**src/rtl/super_register_sequencer.sv**
```systemverilog
// Command sequencer for an 8-bit super register: applies one operation for a
// requested number of cycles (optionally stopping on the register flag), then reports the outcome.
module super_register_sequencer #(
  parameter int CNT_W = 4
) (
  input  logic             clk,
  input  logic             rst_n,
  input  logic             cmd_valid,
  output logic             cmd_ready,
  input  logic [2:0]       cmd_op,
  input  logic [7:0]       cmd_data,
  input  logic [CNT_W-1:0] cmd_count,
  input  logic             cmd_fill,
  input  logic             cmd_stop_on_flag,
  output logic [2:0]       reg_operation,
  output logic [7:0]       reg_in_data,
  output logic             reg_in_shift_right,
  output logic             reg_in_shift_left,
  input  logic [7:0]       reg_out_data,
  input  logic             reg_flag,
  output logic             busy,
  output logic             done,
  output logic [7:0]       result,
  output logic [CNT_W-1:0] steps,
  output logic             early_stop
);

  localparam logic [2:0] OP_LOAD  = 3'd0;
  localparam logic [2:0] OP_STORE = 3'd5;

  typedef enum logic [1:0] {IDLE, EXEC, CAPT} state_t;

  state_t           state_reg, state_next;
  logic [2:0]       op_reg;
  logic [7:0]       data_reg;
  logic             fill_reg;
  logic             stop_en_reg;
  logic [CNT_W-1:0] count_reg;
  logic [CNT_W-1:0] step_reg, step_next;
  logic             cause_reg, cause_next;
  logic             done_reg;
  logic [7:0]       result_reg;
  logic [CNT_W-1:0] steps_reg;
  logic             early_reg;
  logic             accept;
  logic [CNT_W-1:0] eff_count;

  // A load always applies exactly once, whatever count the host supplied.
  assign eff_count = (cmd_op == OP_LOAD) ? CNT_W'(1) : cmd_count;

  always_comb begin
    state_next         = state_reg;
    step_next          = step_reg;
    cause_next         = cause_reg;
    accept             = 1'b0;
    cmd_ready          = 1'b0;
    busy               = 1'b0;
    reg_operation      = OP_STORE;
    reg_in_data        = 8'h00;
    reg_in_shift_right = 1'b0;
    reg_in_shift_left  = 1'b0;
    case (state_reg)
      IDLE: begin
        cmd_ready = 1'b1;
        if (cmd_valid) begin
          accept     = 1'b1;
          step_next  = '0;
          cause_next = 1'b0;
          state_next = (eff_count == '0) ? CAPT : EXEC;
        end
      end
      EXEC: begin
        busy = 1'b1;
        // Flag only counts once at least one step has run, so a start value of 00/FF is not a stop.
        if (stop_en_reg && reg_flag && (step_reg != '0)) begin
          cause_next = 1'b1;
          state_next = CAPT;
        end else begin
          reg_operation      = op_reg;
          reg_in_data        = data_reg;
          reg_in_shift_right = fill_reg;
          reg_in_shift_left  = fill_reg;
          step_next          = step_reg + CNT_W'(1);
          if (step_next == count_reg) state_next = CAPT;
        end
      end
      CAPT: begin
        busy       = 1'b1;
        state_next = IDLE;
      end
      default: state_next = IDLE;
    endcase
    // Clear the register on the same edge that resets the controller.
    if (!rst_n) begin
      reg_operation      = OP_LOAD;
      reg_in_data        = 8'h00;
      reg_in_shift_right = 1'b0;
      reg_in_shift_left  = 1'b0;
    end
  end

  always_ff @(posedge clk) begin
    if (!rst_n) begin
      state_reg   <= IDLE;
      op_reg      <= OP_STORE;
      data_reg    <= 8'h00;
      fill_reg    <= 1'b0;
      stop_en_reg <= 1'b0;
      count_reg   <= '0;
      step_reg    <= '0;
      cause_reg   <= 1'b0;
      done_reg    <= 1'b0;
      result_reg  <= 8'h00;
      steps_reg   <= '0;
      early_reg   <= 1'b0;
    end else begin
      state_reg <= state_next;
      step_reg  <= step_next;
      cause_reg <= cause_next;
      done_reg  <= (state_reg == CAPT);
      if (accept) begin
        op_reg      <= cmd_op;
        data_reg    <= cmd_data;
        fill_reg    <= cmd_fill;
        stop_en_reg <= cmd_stop_on_flag;
        count_reg   <= eff_count;
      end
      if (state_reg == CAPT) begin
        result_reg <= reg_out_data;
        steps_reg  <= step_reg;
        early_reg  <= cause_reg;
      end
    end
  end

  assign done       = done_reg;
  assign result     = result_reg;
  assign steps      = steps_reg;
  assign early_stop = early_reg;

endmodule

```
**config.mk**
```make
export PLATFORM = sky130hd
export DESIGN_NAME = super_register_sequencer
export DESIGN_NICKNAME = d
export VERILOG_FILES = /design/src/rtl/super_register_sequencer.sv
export SDC_FILE = /design/constraint.sdc
export NUM_CORES = 1
export LEC_CHECK = 0
export BUFFER_PORTS_ARGS = -buffer_cell sky130_fd_sc_hd__buf_2
export CORE_AREA = 10 10 68 70
export CTS_CLUSTER_DIAMETER = 150
export CTS_CLUSTER_SIZE = 16
export DETAILED_ROUTE_END_ITERATION = 8
export DIE_AREA = 0 0 78 80
export PLACE_DENSITY = 0.88
export SYNTH_ARGS = -nofsm -noshare
export SYNTH_HDL_FRONTEND = slang
export SYNTH_SLANG_ARGS = --single-unit
export TNS_END_PERCENT = 100
```
**constraint.sdc**
```tcl
create_clock -name clk -period 5.7 [get_ports clk]
set_clock_uncertainty 0.05 [all_clocks]
set_input_delay 0.57 -clock clk [delete_from_list [all_inputs] [get_ports clk]]
set_output_delay 0.57 -clock clk [all_outputs]
set_load 0.02 [all_outputs]
```
* After elaboration in Yosys (flattened, before gate mapping)
Cells that the tools add are included.
** Storage, ports and cells
- Bits in registers :: 38
- Bits of input ports :: 29
- Word-level logic and storage cells :: 56
** Operators by class
- Add/subtract/negate cells :: 1
- Equality and inequality tests :: 7
- Muxes and demuxes :: 25
- Reduce and logical (&&, ||, !) cells :: 11
** Operators by type and width (number)
- $mux W8 :: 3
- $mux W4 :: 3
- $mux W1 :: 9
- $mux W3 :: 3
- $mux W2 :: 4
- $pmux W4 S2 :: 1
- $ne A2 B2 Y1 const B :: 3
- $reduce_and A3 Y1 :: 2
- $add A4 B1 Y4 const B :: 1
- $eq A4 B4 Y1 :: 1
- $logic_not A4 Y1 :: 1
- $pmux W2 S2 :: 1
- $reduce_bool A4 Y1 :: 1
- $logic_not A3 Y1 :: 1
- $ne A3 B3 Y1 const B :: 1
- $eq A2 B1 Y1 const B :: 1
- $eq A2 B2 Y1 const B :: 1
- $logic_and A1 B1 Y1 :: 2
- $logic_not A2 Y1 :: 1
- $pmux W1 S2 :: 1
- $reduce_and A2 Y1 :: 1
- $reduce_bool A2 Y1 :: 1
- $reduce_or A2 Y1 :: 1

* Logic depth before layout (Yosys ltp)
- Depth in word-level cells :: 6
- Depth in mapped cells :: 7
- Depth with buffers taken out :: 6

* Least setup slack after synthesis
OpenSTA, ideal clock, no wires.
- Path type :: reg2out
- From :: register step_reg[0]
- To :: output port reg_in_shift_right
- Data arrival time :: 1.824 ns
- Required time :: 5.080 ns
- Setup slack :: 3.256 ns
- Cell stages (with the launch flop) :: 8
- Cell sequence :: dfxtp_1 -> inv_1 -> ha_1 -> or3b_4 -> a31oi_1 -> clkbuf_1 -> and3_1 -> buf_4
** Between the ends
- Cells in the longest elaborated chain, start to end :: 5
** Ends and longest elaborated chain
- start, declared :: line 39 : logic [CNT_W-1:0] step_reg, step_next;
- start signal, assigned :: line 118 : step_reg <= step_next;
- $reduce_bool A4 Y1 :: line 75 : if (stop_en_reg && reg_flag && (step_reg != '0)) begin
- $logic_and A1 B1 Y1 :: line 75
- $mux W1 (3 in a row)
- end, declared :: line 17 : output logic reg_in_shift_right,
Every way passes these cells.

* Worst setup path after layout
- From :: register step_reg[0]
- To :: output port reg_in_shift_left
** Between the ends
- Cells in the longest elaborated chain, start to end :: 5
** Ends and longest elaborated chain
- $reduce_bool A4 Y1 :: line 75
- $logic_and A1 B1 Y1 :: line 75
- $mux W1 :: line 75
- $mux W1 :: line 62 : case (state_reg)
- $mux W1 :: line 94 : if (!rst_n) begin
- end, declared :: line 18 : output logic reg_in_shift_left,
Every way passes these cells.

==> impl_metrics.csv <==
group,metric,value,unit
timing,period_needed,3.065,ns
timing,max_freq,0.3262,GHz
die,core-area,3284,sq um
yosys,seq_area_frac_synth,44.48,%
setup_path,path_max_fanout,11,
finish,multi_input_comb_area,877.1,sq um
global_routing,grt_max_degree,34,
setup_path,endpoint_kind,"primary output",
yosys,netlist.area_leader.share,44.48,%
timing,period_share,53.78,%
pwr,switchingPower,0.2270,mW
cts,cts.sinks,38,
global_routing,grt_pass1_wl,6755,um
pwr,p_seq_share,47.4,%
placement,gp_congestion,0.8340,
setup_path,crit_start,"step_reg[0]",
pwr,cellPowerDensity,317.6,nW/um^2
cts,cts_resized,0,
cts,cts_setup_buffers,0,
routing,drt-total-wl,4104,um
yosys,synthDistinctLibCells,33,
timing,slew_headroom,43.22,%
pwr,p_comb_share,30.7,%
pwr,peakVddDrop,211.1,uV
finish,n_antenna_cell,0,
die,dieArea,6240,sq um
setup_path,path_class,"reg -> out",
setup_path,reg2regPathDepth,6,
finish,area_delta_synth_final,20.85,%
run,drv_cap,0,
placement,dp_slack,2.988,ns
yosys,synth-seq-cells,38,
die,die_x,78,um
finish,layout.nets,290,
yosys,syn_area,1710,sq um
yosys,synth_edf_count,0,
cts,worstSkewPairLatency,0.33,ns
routing,dr.pass1.iters,4,
cts,cts_root_buffer,"clkbuf_4",
setup_path,startpoint_type,"flop",
cts,cts_buffer_depth,2,
global_routing,antenna_found_initial,0,
placement,place_hpwl,3034,um
routing,drtAntennaViolNets,0,
timing,worst_slew_pin_slew,0.8477,ns
pwr,switching_share,34.58,%
setup_path,r2r-start,"step_reg[0]",
timing,rsz0062_at_grt,"no",
die,die_h,80,um
yosys,ys.warnings.count,0,
yosys,netlist_top_cells_area,"dfxtp_1 44%, mux2i_1 8.8%, nand2_1 7.5%",
cts,clkTransAtPathRegs,0.11,ns
yosys,synthesis.nets,238,
cts,cts_inserted_buffers,5,
routing,routedWlPerCell,13.54,um
routing,drcViolationCount,0,
placement,io_buffer_count,57,
cts,cts_tree,"yes",
routing,avgViaCountPerCell,5.165,
global_routing,grt_pass1_vias,1473,
yosys,synth_top_area_cell,"dfxtp_1",
routing,vias,1565,
die,start_util,52.08,%
routing,drtIter0Drc,92,
cts,cts_hold_buf,0,
cts,cts_max_level,2,
setup_path,arrival,2.45,ns
yosys,ys_top_cells_by_count,"38 x dfxtp_1, 34 x nand2_1, 23 x nor2_1, 19 x a21oi_1, 15 x mux2i_1",
timing,setup_tns,0,ns
pwr,intPower,0.4294,mW
finish,drive_gt1_share,26.46,%
pwr,clockPowerShare,21.9,%
finish,layout.area.seq,760.7,sq um
yosys,syn_inst,204,
global_routing,grt.overflow.total,0,
setup_path,ff2ff_setup_slack,3.49,ns
timing,hold_violations,0,
yosys,yosysMostFrequentCell,"dfxtp_1",
status,status,"finished clean",
setup_path,r2r_end,"state_reg[0]",
finish,postLayoutCoreUtil,62.93,%
yosys,async_flop_share,0,%
timing,finalSetupViolations,0,
setup_path,required,5.08,ns
die,rows,21,
yosys,ys.flop_type,"dfxtp_1",
timing,slew_viol_final,0,
global_routing,grt_usage,13.22,%
timing,whs,0.4042,ns
setup_path,crit_end,"reg_in_shift_left",
pwr,p_leak,0.9572,nW
die,ios,58,
yosys,syn_area_per_cell,8.384,sq um
timing,setup_ws,2.635,ns
hold_path,hp-class,"in -> reg",
finish,fillCellCount,287,
[worst max-delay path, cell delays in order, from the launching register on]
cell and delay (ns):
dfxtp_1 0.39, inv_1 0.09, ha_1 0.13, or3b_4 0.40, a31oi_1 0.67, and3_1 0.27
buf_2 0.17
[routing by layer]
metal / up-vias / part of all wire (%) / track usage [%]
met4: 0 / 2.0 / 6.093
met1: 719 / 42 / 14.60
li1: 799 / - / -
met2: 39 / 49 / 21.64
met5: - / 0 / 0
met3: 8 / 7.0 / 5.631
[cell type report]
type,count,share of cell area (%)
clock buffers,6,2.482
clock inverters,2,0.6053
inverters,6,1.090
multi-input cells,148,42.43
flip-flops and latches,38,36.80
well taps,46,2.785
repair buffers,57,13.80
[how the worst min path moves through the flow]
stage	end	slack (ns)	cells past startpoint	start
floorplan	data_reg[0]	0.38	2	data_reg[0]
global placement	data_reg[4]	0.39	2	data_reg[4]
detailed placement	data_reg[0]	0.39	2	data_reg[0]
CTS	data_reg[3]	0.40	3	cmd_data[3]
global route	data_reg[4]	0.38	3	cmd_data[4]
finish	data_reg[1]	0.40	3	cmd_data[1]
[through the flow]
stage                     total power, mW  area (sq um)  instances
after detailed placement           0.5202          2003        295
final                              0.6564          2067        303
after floorplan                    0.4660          1710        204
after CTS                          0.6627          2067        303
after global routing               0.7045          2067        303
after global placement             0.5138          2003        295
[logic make-up after synthesis]
family | count (synthesis) | share of synthesized area, %
adder cells (fa/ha/maj) | 5 | 3.658
buffers and inverters | 18 | 4.243
multiplexers | 15 | 8.778
AND/OR/NAND/NOR | 89 | 23.92
AO/OA/AOI/OAI | 33 | 11.85
XOR/XNOR | 6 | 3.072
flip-flops | 38 | 44.48
[power by group through the flow]
stage / logic [mW] / registers (mW) / clock network (mW)
floorplan: 0.143 / 0.323 / 0
global placement: 0.198 / 0.316 / 0
detailed placement: 0.203 / 0.317 / 0
CTS: 0.204 / 0.311 / 0.147
global route: 0.223 / 0.315 / 0.166
finish: 0.202 / 0.311 / 0.144
[placed cells by master (no fill, tap or decap)]
cell type / count
nand3_1: 7
nand2_1: 34
dfxtp_1: 38
and2_1: 3
a21oi_1: 19
nor2b_1: 2
mux2i_1: 15
or3b_4: 1
o21ai_1: 2
a311oi_1: 1
a41oi_2: 1
a31o_1: 1
o21ai_0: 2
nand4b_1: 1
inv_2: 1
a311o_1: 1
nor3_1: 4
buf_2: 57
o32a_1: 1
or3_1: 1
and3_1: 10
clkinvlp_4: 1
nor2_1: 23
a41oi_1: 1
o22ai_1: 2
clkbuf_4: 5
inv_1: 5
xor2_1: 2
nand2b_1: 2
clkinv_2: 1
clkbuf_8: 1
or4_1: 1
a31oi_1: 2
ha_1: 5
xnor2_1: 4
(Power assumes the default switching activity.)
